**src/rtl/alu_iter_if.sv**
```systemverilog
// Issue/result handshake bundle between the execute stage and alu_iter.
// The core side uses the master modport, the ALU the slave modport.
interface alu_iter_if #(
    parameter int WIDTH = 16
);
    logic             in_valid;
    logic             in_ready;
    logic [3:0]       op;
    logic [WIDTH-1:0] src1;
    logic [WIDTH-1:0] src2;
    logic             out_valid;
    logic             out_ready;
    logic [WIDTH-1:0] result;
    logic [WIDTH-1:0] result_hi;
    logic [3:0]       flags;

    modport master (
        output in_valid, op, src1, src2, out_ready,
        input  in_ready, out_valid, result, result_hi, flags
    );

    modport slave (
        input  in_valid, op, src1, src2, out_ready,
        output in_ready, out_valid, result, result_hi, flags
    );
endinterface

```
**src/rtl/alu_iter.sv**
```systemverilog
// Multi-cycle ALU: single-cycle arithmetic/logic, bit-serial shifts, shift-add multiply.
// Define ALU_ITER_DIV_EN to build the restoring divider for op 9; otherwise op 9 is reserved.
module alu_iter #(
    parameter int WIDTH = 16
) (
    input logic        clk,
    input logic        rst,
    alu_iter_if.slave  bus
);
    localparam int SHW = $clog2(WIDTH);
    localparam int CW  = SHW + 1;

    typedef enum logic [1:0] {S_IDLE, S_BUSY, S_DONE} state_e;

    typedef enum logic [3:0] {
        OP_ADD  = 4'd0, OP_SUB  = 4'd1, OP_AND = 4'd2, OP_OR  = 4'd3,
        OP_XOR  = 4'd4, OP_NOT  = 4'd5, OP_SHR = 4'd6, OP_SHL = 4'd7,
        OP_MULU = 4'd8, OP_DIVU = 4'd9
    } op_e;

    state_e           state_q;
    op_e              op_q;
    logic [CW-1:0]    cnt_q;
    logic [WIDTH-1:0] a_q, b_q, p_q;
    logic             out_valid_q;
    logic [WIDTH-1:0] result_q, result_hi_q;
    logic [3:0]       flags_q;

    op_e              op_in;
    logic [SHW-1:0]   shamt;
    logic [WIDTH:0]   sum_w, diff_w;
    logic [WIDTH-1:0] imm_res, imm_hi, a_init;
    logic             imm_c, imm_v, imm_busy;
    logic [CW-1:0]    imm_cnt;

    logic [WIDTH:0]   mul_sum;
    logic [WIDTH-1:0] it_a, it_p;
    logic             it_c;

    function automatic logic [3:0] pack_flags(input logic [WIDTH-1:0] r,
                                               input logic c, input logic v);
        return {r[WIDTH-1], (r == '0), c, v};
    endfunction

    assign op_in  = op_e'(bus.op);
    assign shamt  = bus.src1[SHW-1:0];
    assign sum_w  = {1'b0, bus.src1} + {1'b0, bus.src2};
    assign diff_w = {1'b0, bus.src1} - {1'b0, bus.src2};

    // Result of an op resolved at accept, or the set-up for an iterative one.
    always_comb begin
        // NOTE: every output of this block gets a default first so no path infers a latch.
        imm_res  = '0;
        imm_hi   = '0;
        imm_c    = 1'b0;
        imm_v    = 1'b0;
        imm_busy = 1'b0;
        imm_cnt  = '0;
        a_init   = bus.src1;
        case (op_in)
            OP_ADD: begin
                imm_res = sum_w[WIDTH-1:0];
                imm_c   = sum_w[WIDTH];
                imm_v   = (bus.src1[WIDTH-1] == bus.src2[WIDTH-1]) &&
                          (sum_w[WIDTH-1] != bus.src1[WIDTH-1]);
            end
            OP_SUB: begin
                imm_res = diff_w[WIDTH-1:0];
                imm_c   = diff_w[WIDTH];
                imm_v   = (bus.src1[WIDTH-1] != bus.src2[WIDTH-1]) &&
                          (diff_w[WIDTH-1] != bus.src1[WIDTH-1]);
            end
            OP_AND: imm_res = bus.src1 & bus.src2;
            OP_OR:  imm_res = bus.src1 | bus.src2;
            OP_XOR: imm_res = bus.src1 ^ bus.src2;
            OP_NOT: imm_res = ~bus.src2;
            OP_SHR, OP_SHL: begin
                a_init = bus.src2;
                if (shamt == '0) begin
                    imm_res = bus.src2;
                end else begin
                    imm_busy = 1'b1;
                    imm_cnt  = {1'b0, shamt};
                end
            end
            OP_MULU: begin
                imm_busy = 1'b1;
                imm_cnt  = CW'(WIDTH);
            end
`ifdef ALU_ITER_DIV_EN
            OP_DIVU: begin
                if (bus.src2 == '0) begin
                    imm_res = '1;
                    imm_hi  = bus.src1;
                    imm_c   = 1'b1;
                end else begin
                    imm_busy = 1'b1;
                    imm_cnt  = CW'(WIDTH);
                end
            end
`endif
            default: ;
        endcase
    end

`ifdef ALU_ITER_DIV_EN
    logic [WIDTH:0] div_shift, div_diff;
    assign div_shift = {p_q, a_q[WIDTH-1]};
    assign div_diff  = div_shift - {1'b0, b_q};
`endif

    assign mul_sum = {1'b0, p_q} + (a_q[0] ? {1'b0, b_q} : '0);

    // One iteration step; p_q is the high half (product high / partial remainder).
    always_comb begin
        it_a = a_q;
        it_p = p_q;
        it_c = 1'b0;
        case (op_q)
            OP_SHR: begin
                it_a = a_q >> 1;
                it_c = a_q[0];
            end
            OP_SHL: begin
                it_a = a_q << 1;
                it_c = a_q[WIDTH-1];
            end
            OP_MULU: begin
                it_p = mul_sum[WIDTH:1];
                it_a = {mul_sum[0], a_q[WIDTH-1:1]};
                it_c = (mul_sum[WIDTH:1] != '0);
            end
`ifdef ALU_ITER_DIV_EN
            OP_DIVU: begin
                if (!div_diff[WIDTH]) begin
                    it_p = div_diff[WIDTH-1:0];
                    it_a = {a_q[WIDTH-2:0], 1'b1};
                end else begin
                    it_p = div_shift[WIDTH-1:0];
                    it_a = {a_q[WIDTH-2:0], 1'b0};
                end
            end
`endif
            default: ;
        endcase
    end

    always_ff @(posedge clk) begin
        // NOTE: state is updated with non-blocking assignments so every read sees the pre-edge value.
        if (rst) begin
            state_q     <= S_IDLE;
            op_q        <= OP_ADD;
            cnt_q       <= '0;
            a_q         <= '0;
            b_q         <= '0;
            p_q         <= '0;
            out_valid_q <= 1'b0;
            result_q    <= '0;
            result_hi_q <= '0;
            flags_q     <= '0;
        end else begin
            case (state_q)
                S_IDLE: begin
                    if (bus.in_valid) begin
                        op_q <= op_in;
                        a_q  <= a_init;
                        b_q  <= bus.src2;
                        p_q  <= '0;
                        if (imm_busy) begin
                            cnt_q   <= imm_cnt;
                            state_q <= S_BUSY;
                        end else begin
                            result_q    <= imm_res;
                            result_hi_q <= imm_hi;
                            flags_q     <= pack_flags(imm_res, imm_c, imm_v);
                            out_valid_q <= 1'b1;
                            state_q     <= S_DONE;
                        end
                    end
                end
                S_BUSY: begin
                    a_q   <= it_a;
                    p_q   <= it_p;
                    cnt_q <= cnt_q - CW'(1);
                    if (cnt_q == CW'(1)) begin
                        result_q    <= it_a;
                        result_hi_q <= it_p;
                        flags_q     <= pack_flags(it_a, it_c, 1'b0);
                        out_valid_q <= 1'b1;
                        state_q     <= S_DONE;
                    end
                end
                S_DONE: begin
                    if (bus.out_ready) begin
                        out_valid_q <= 1'b0;
                        state_q     <= S_IDLE;
                    end
                end
                default: state_q <= S_IDLE;
            endcase
        end
    end

    assign bus.in_ready  = (state_q == S_IDLE) && !rst;
    assign bus.out_valid = out_valid_q;
    assign bus.result    = result_q;
    assign bus.result_hi = result_hi_q;
    assign bus.flags     = flags_q;
endmodule

```
**src/flat_wrapper.sv**
```systemverilog
// flat-port wrapper written by rule: the top's interface ports become plain ports
module alu_iter_flat 
#(
    parameter int WIDTH = 16
)
  (clk, rst, bus_in_valid, bus_op, bus_src1, bus_src2, bus_out_ready, bus_in_ready, bus_out_valid, bus_result, bus_result_hi, bus_flags);
  alu_iter_if #(.WIDTH(WIDTH)) bus_i ();
  input logic clk;
  input logic rst;
  input wire logic [$bits(bus_i.in_valid)-1:0] bus_in_valid;
  input wire logic [$bits(bus_i.op)-1:0] bus_op;
  input wire logic [$bits(bus_i.src1)-1:0] bus_src1;
  input wire logic [$bits(bus_i.src2)-1:0] bus_src2;
  input wire logic [$bits(bus_i.out_ready)-1:0] bus_out_ready;
  output wire logic [$bits(bus_i.in_ready)-1:0] bus_in_ready;
  output wire logic [$bits(bus_i.out_valid)-1:0] bus_out_valid;
  output wire logic [$bits(bus_i.result)-1:0] bus_result;
  output wire logic [$bits(bus_i.result_hi)-1:0] bus_result_hi;
  output wire logic [$bits(bus_i.flags)-1:0] bus_flags;
  assign bus_i.in_valid = bus_in_valid;
  assign bus_i.op = bus_op;
  assign bus_i.src1 = bus_src1;
  assign bus_i.src2 = bus_src2;
  assign bus_i.out_ready = bus_out_ready;
  assign bus_in_ready = bus_i.in_ready;
  assign bus_out_valid = bus_i.out_valid;
  assign bus_result = bus_i.result;
  assign bus_result_hi = bus_i.result_hi;
  assign bus_flags = bus_i.flags;
  alu_iter #(.WIDTH(WIDTH)) u_core (.clk(clk), .rst(rst), .bus(bus_i));
endmodule
```
**config.mk**
```make
export PLATFORM = sky130hd
export DESIGN_NAME = alu_iter_flat
export DESIGN_NICKNAME = d
export VERILOG_FILES = /design/src/rtl/alu_iter_if.sv /design/src/rtl/alu_iter.sv /design/src/flat_wrapper.sv
export SDC_FILE = /design/constraint.sdc
export NUM_CORES = 1
export LEC_CHECK = 0
export ABC_AREA = 1
export BUFFER_PORTS_ARGS = -buffer_cell sky130_fd_sc_hd__buf_4
export CORE_ASPECT_RATIO = 1.2
export CORE_UTILIZATION = 45
export CTS_BUF_LIST = sky130_fd_sc_hd__clkbuf_16
export CTS_CLUSTER_DIAMETER = 50
export DETAILED_ROUTE_END_ITERATION = 8
export PLACE_DENSITY = 0.73
export SETUP_SLACK_MARGIN = 0.1
export SYNTH_ARGS = -nofsm -noshare
export SYNTH_HDL_FRONTEND = slang
export SYNTH_SLANG_ARGS = --single-unit
```
**constraint.sdc**
```tcl
create_clock -name clk -period 2.9 [get_ports clk]
set_clock_uncertainty 0.1 [all_clocks]
set_input_delay 0.145 -clock clk [delete_from_list [all_inputs] [get_ports clk]]
set_output_delay 0.145 -clock clk [all_outputs]
set_load 0.05 [all_outputs]
```
==> results.cfg <==
[synthesis]
seq_area_frac_synth = 0.219
yosysWarnings = 0
synth_cell_types = 41
yosysTopAreaCellShare = 0.219
synthArstFlopShare = 0
synth_largest_area_cell = dfxtp_1
synth_flop_cell = dfxtp_1
synth-seq-cells = 95
syn_nets = 1579
synthTopCellsByArea = dfxtp_1 22%, nand2_1 17%, ha_1 10%, inv_1 9.0%, a21oi_1 7.4%
mappedNetlistArea_um2 = 8670
synthesis.instances = 1467
synth_edf_count = 0
syn_area_per_cell_um2 = 5.91

[clock_network]
cts_root_buffer = clkbuf_16
post_cts_buffers = 0
insertion_delay_ns = 0.37
postCtsHoldBufs = 0
cts.sinks = 95
cts_resized = 0
cts_max_level = 3
clock_path_buffers = 2
cts_made_buffers = 9
cts_tree = yes
path_clk_slew_ns = 0.08

[finish]
mostFrequentLayoutCell = nand2_1
layout_common_cells = 380 x nand2_1, 209 x inv_1, 159 x nor2_1
finalNonFillerCells = 1772
drive_gt1_frac = 0.0970
fin_nets = 1623
final_util = 0.517
antenna_cells = 0
areaGrowthSynthToFinish_pct = 12.4

[global_route]
grt-ovfl-total = 0
antenna_found_initial = 0
grt_max_degree = 53
grt_pass1_wl_um = 49200
grt_usage = 0.322
grt_pass1_vias = 9587

[die]
die_h_um = 154
core_um2 = 18900
row_count = 55
dieArea_um2 = 19800
dieWidth_um = 129
start_util = 0.460
io_pins = 78

[placement]
pre_cts_slack_ns = 0.297
gp_congestion = 1.07
hpwl_um = 24200
dp.cells = 1756
port_buffers = 77

[critical_path]
max_stage_delay_ns = 0.58
worstPathBufferInverterCount = 3
crit_arrival_ns = 2.76
critPathMaxFanout = 52
slowest_stage = inv_2
cp-end-kind = register
crit_path_cell_trace = inv_1 > ha_1 > nor2_1 > nor2_2 > inv_2 > nand3_2 > inv_2 > o21ai_0 > a21oi_1
cp_top_family = buffers and inverters
crit_top_cell = inv_2
r2r_setup_slack_ns = 0.35
worst_setup_path_start_kind = register
crit_required_ns = 3.10
critPathKind = register to register

[power_and_ir_drop]
switchingPower_mw = 3.81
clockPowerShare = 0.165
cellLeakagePower_nw = 4.89
pwr-share-comb = 0.558
switching_share = 0.515
vdd_ir_drop_max_v = 0.000486
intPower_mw = 3.59
sequentialPowerShare = 0.276
p_per_area_nw_per_um2 = 759
total_power_mw = 7.40

[detailed_routing]
wl_met3_um = 1840
wirelength_um = 31100
firstDrtPassIters = 7
routed-wl-met2_um = 14400
final_antenna_net_count = 0
m1WireLength_um = 11900
avgViaCountPerCell = 5.59
drc = 0
wl_per_cell_um = 17.6
num_vias = 9912
top_layer_used = met4
first_iter_violations = 702

[timing]
rsz0062_at_grt = no
max_freq_ghz = 0.392
slew_headroom = 0.427
period_needed_ns = 2.55
hold_violations = 0
tns_ns = 0
post-route-period-util = 0.880
finalSetupViolations = 0
setup_ws_ns = 0.347
tightest_slew_ns = 0.850
drv_slew = 0

[hold_path]
hp-class = input port to register

[run_status]
outcome = finished clean

[run]
drv_cap = 0
[sequential cells by signal, summed over array words and instances, names as in the netlist]
signal,flops
u_core.cnt_q,5
u_core.b_q,16
u_core.bus.out_valid,1
u_core.state_q,2
u_core.p_q,16
u_core.op_q,4
u_core.bus.flags,4
u_core.a_q,16
u_core.bus.result_hi,16
u_core.bus.result,15
[worst paths after layout]
check / start / to / cells after the start
worst max-delay path: u_core.state_q[0]$_SDFFE_PP0P_ / u_core.bus.result[1]$_SDFFE_PP0P_ / 9
worst min-delay path: bus_src2[2] / u_core.b_q[2]$_SDFFE_PP0P_ / 3
worst max register to register: u_core.state_q[0]$_SDFFE_PP0P_ / u_core.bus.result[1]$_SDFFE_PP0P_ / 9
worst min register to register: u_core.bus.out_valid$_SDFFE_PP0P_ / u_core.bus.out_valid$_SDFFE_PP0P_ / 2
[per-stage QoR]
stage                     hold slack (ns)  instance area (um2)
after floorplan                     0.212                 8670
after global placement              0.336                 9400
after detailed placement            0.351                 9400
after CTS                          0.0134                 9700
after global routing               0.0391                 9740
final                              0.0251                 9740
[power groups by stage]
| stage | combinational, mW | sequential (mW) | clock [mW] |
|---|---|---|---|
| 2_1_floorplan | 2.40 | 2.54 | 0 |
| 3_3_place_gp | 4.04 | 2.04 | 0 |
| 3_5_place_dp | 4.06 | 2.05 | 0 |
| 4_1_cts | 4.07 | 2.03 | 1.24 |
| 5_1_grt | 4.57 | 2.09 | 1.29 |
| 6_report | 4.13 | 2.04 | 1.22 |
[tightest hold or removal path: cells and delay by family]
kind / cells / cell delay, ns
compound gates: 1 / 0.12
buf+inv: 2 / 0.19
[routing by layer]
metal | vias to the layer above | global-route usage
li1 | 4863 | -
met1 | 4452 | 0.354
met2 | 429 | 0.539
met3 | 168 | 0.0477
met4 | 0 | 0.281
met5 | - | 0
[layout make-up]
class / count / area (um2)
repair buffers: 95 / 713
inverters: 218 / 818
flip-flops and latches: 95 / 1900
clock buffers: 9 / 225
clock inverters: 7 / 67.6
multi-input cells: 1092 / 5690
well taps: 256 / 320
fillers: 1993 / 9110
[logic make-up after synthesis]
kind of cell	after synthesis	synth area share
AOI/OAI and AO/OA	319	0.206
xor gates and xnor gates	8	0.00808
adders and majority gates	72	0.107
buffers and inverters	280	0.129
DFF	95	0.219
and+or+nand+nor	693	0.331
[cells in the mapped netlist (6+ instances only)]
cell type	instances
nor2_1	160
ha_1	69
nand3b_1	9
o211ai_1	13
a31oi_1	9
nand3_1	97
o22ai_1	22
nand2_1	383
a221oi_1	14
nand4_1	15
o221ai_1	9
xor2_1	6
buf_4	6
nor3_1	12
o21ai_0	110
clkbuf_1	32
inv_1	209
buf_2	19
inv_2	9
dfxtp_1	95
a21oi_1	129
(Power assumes the default switching activity.)
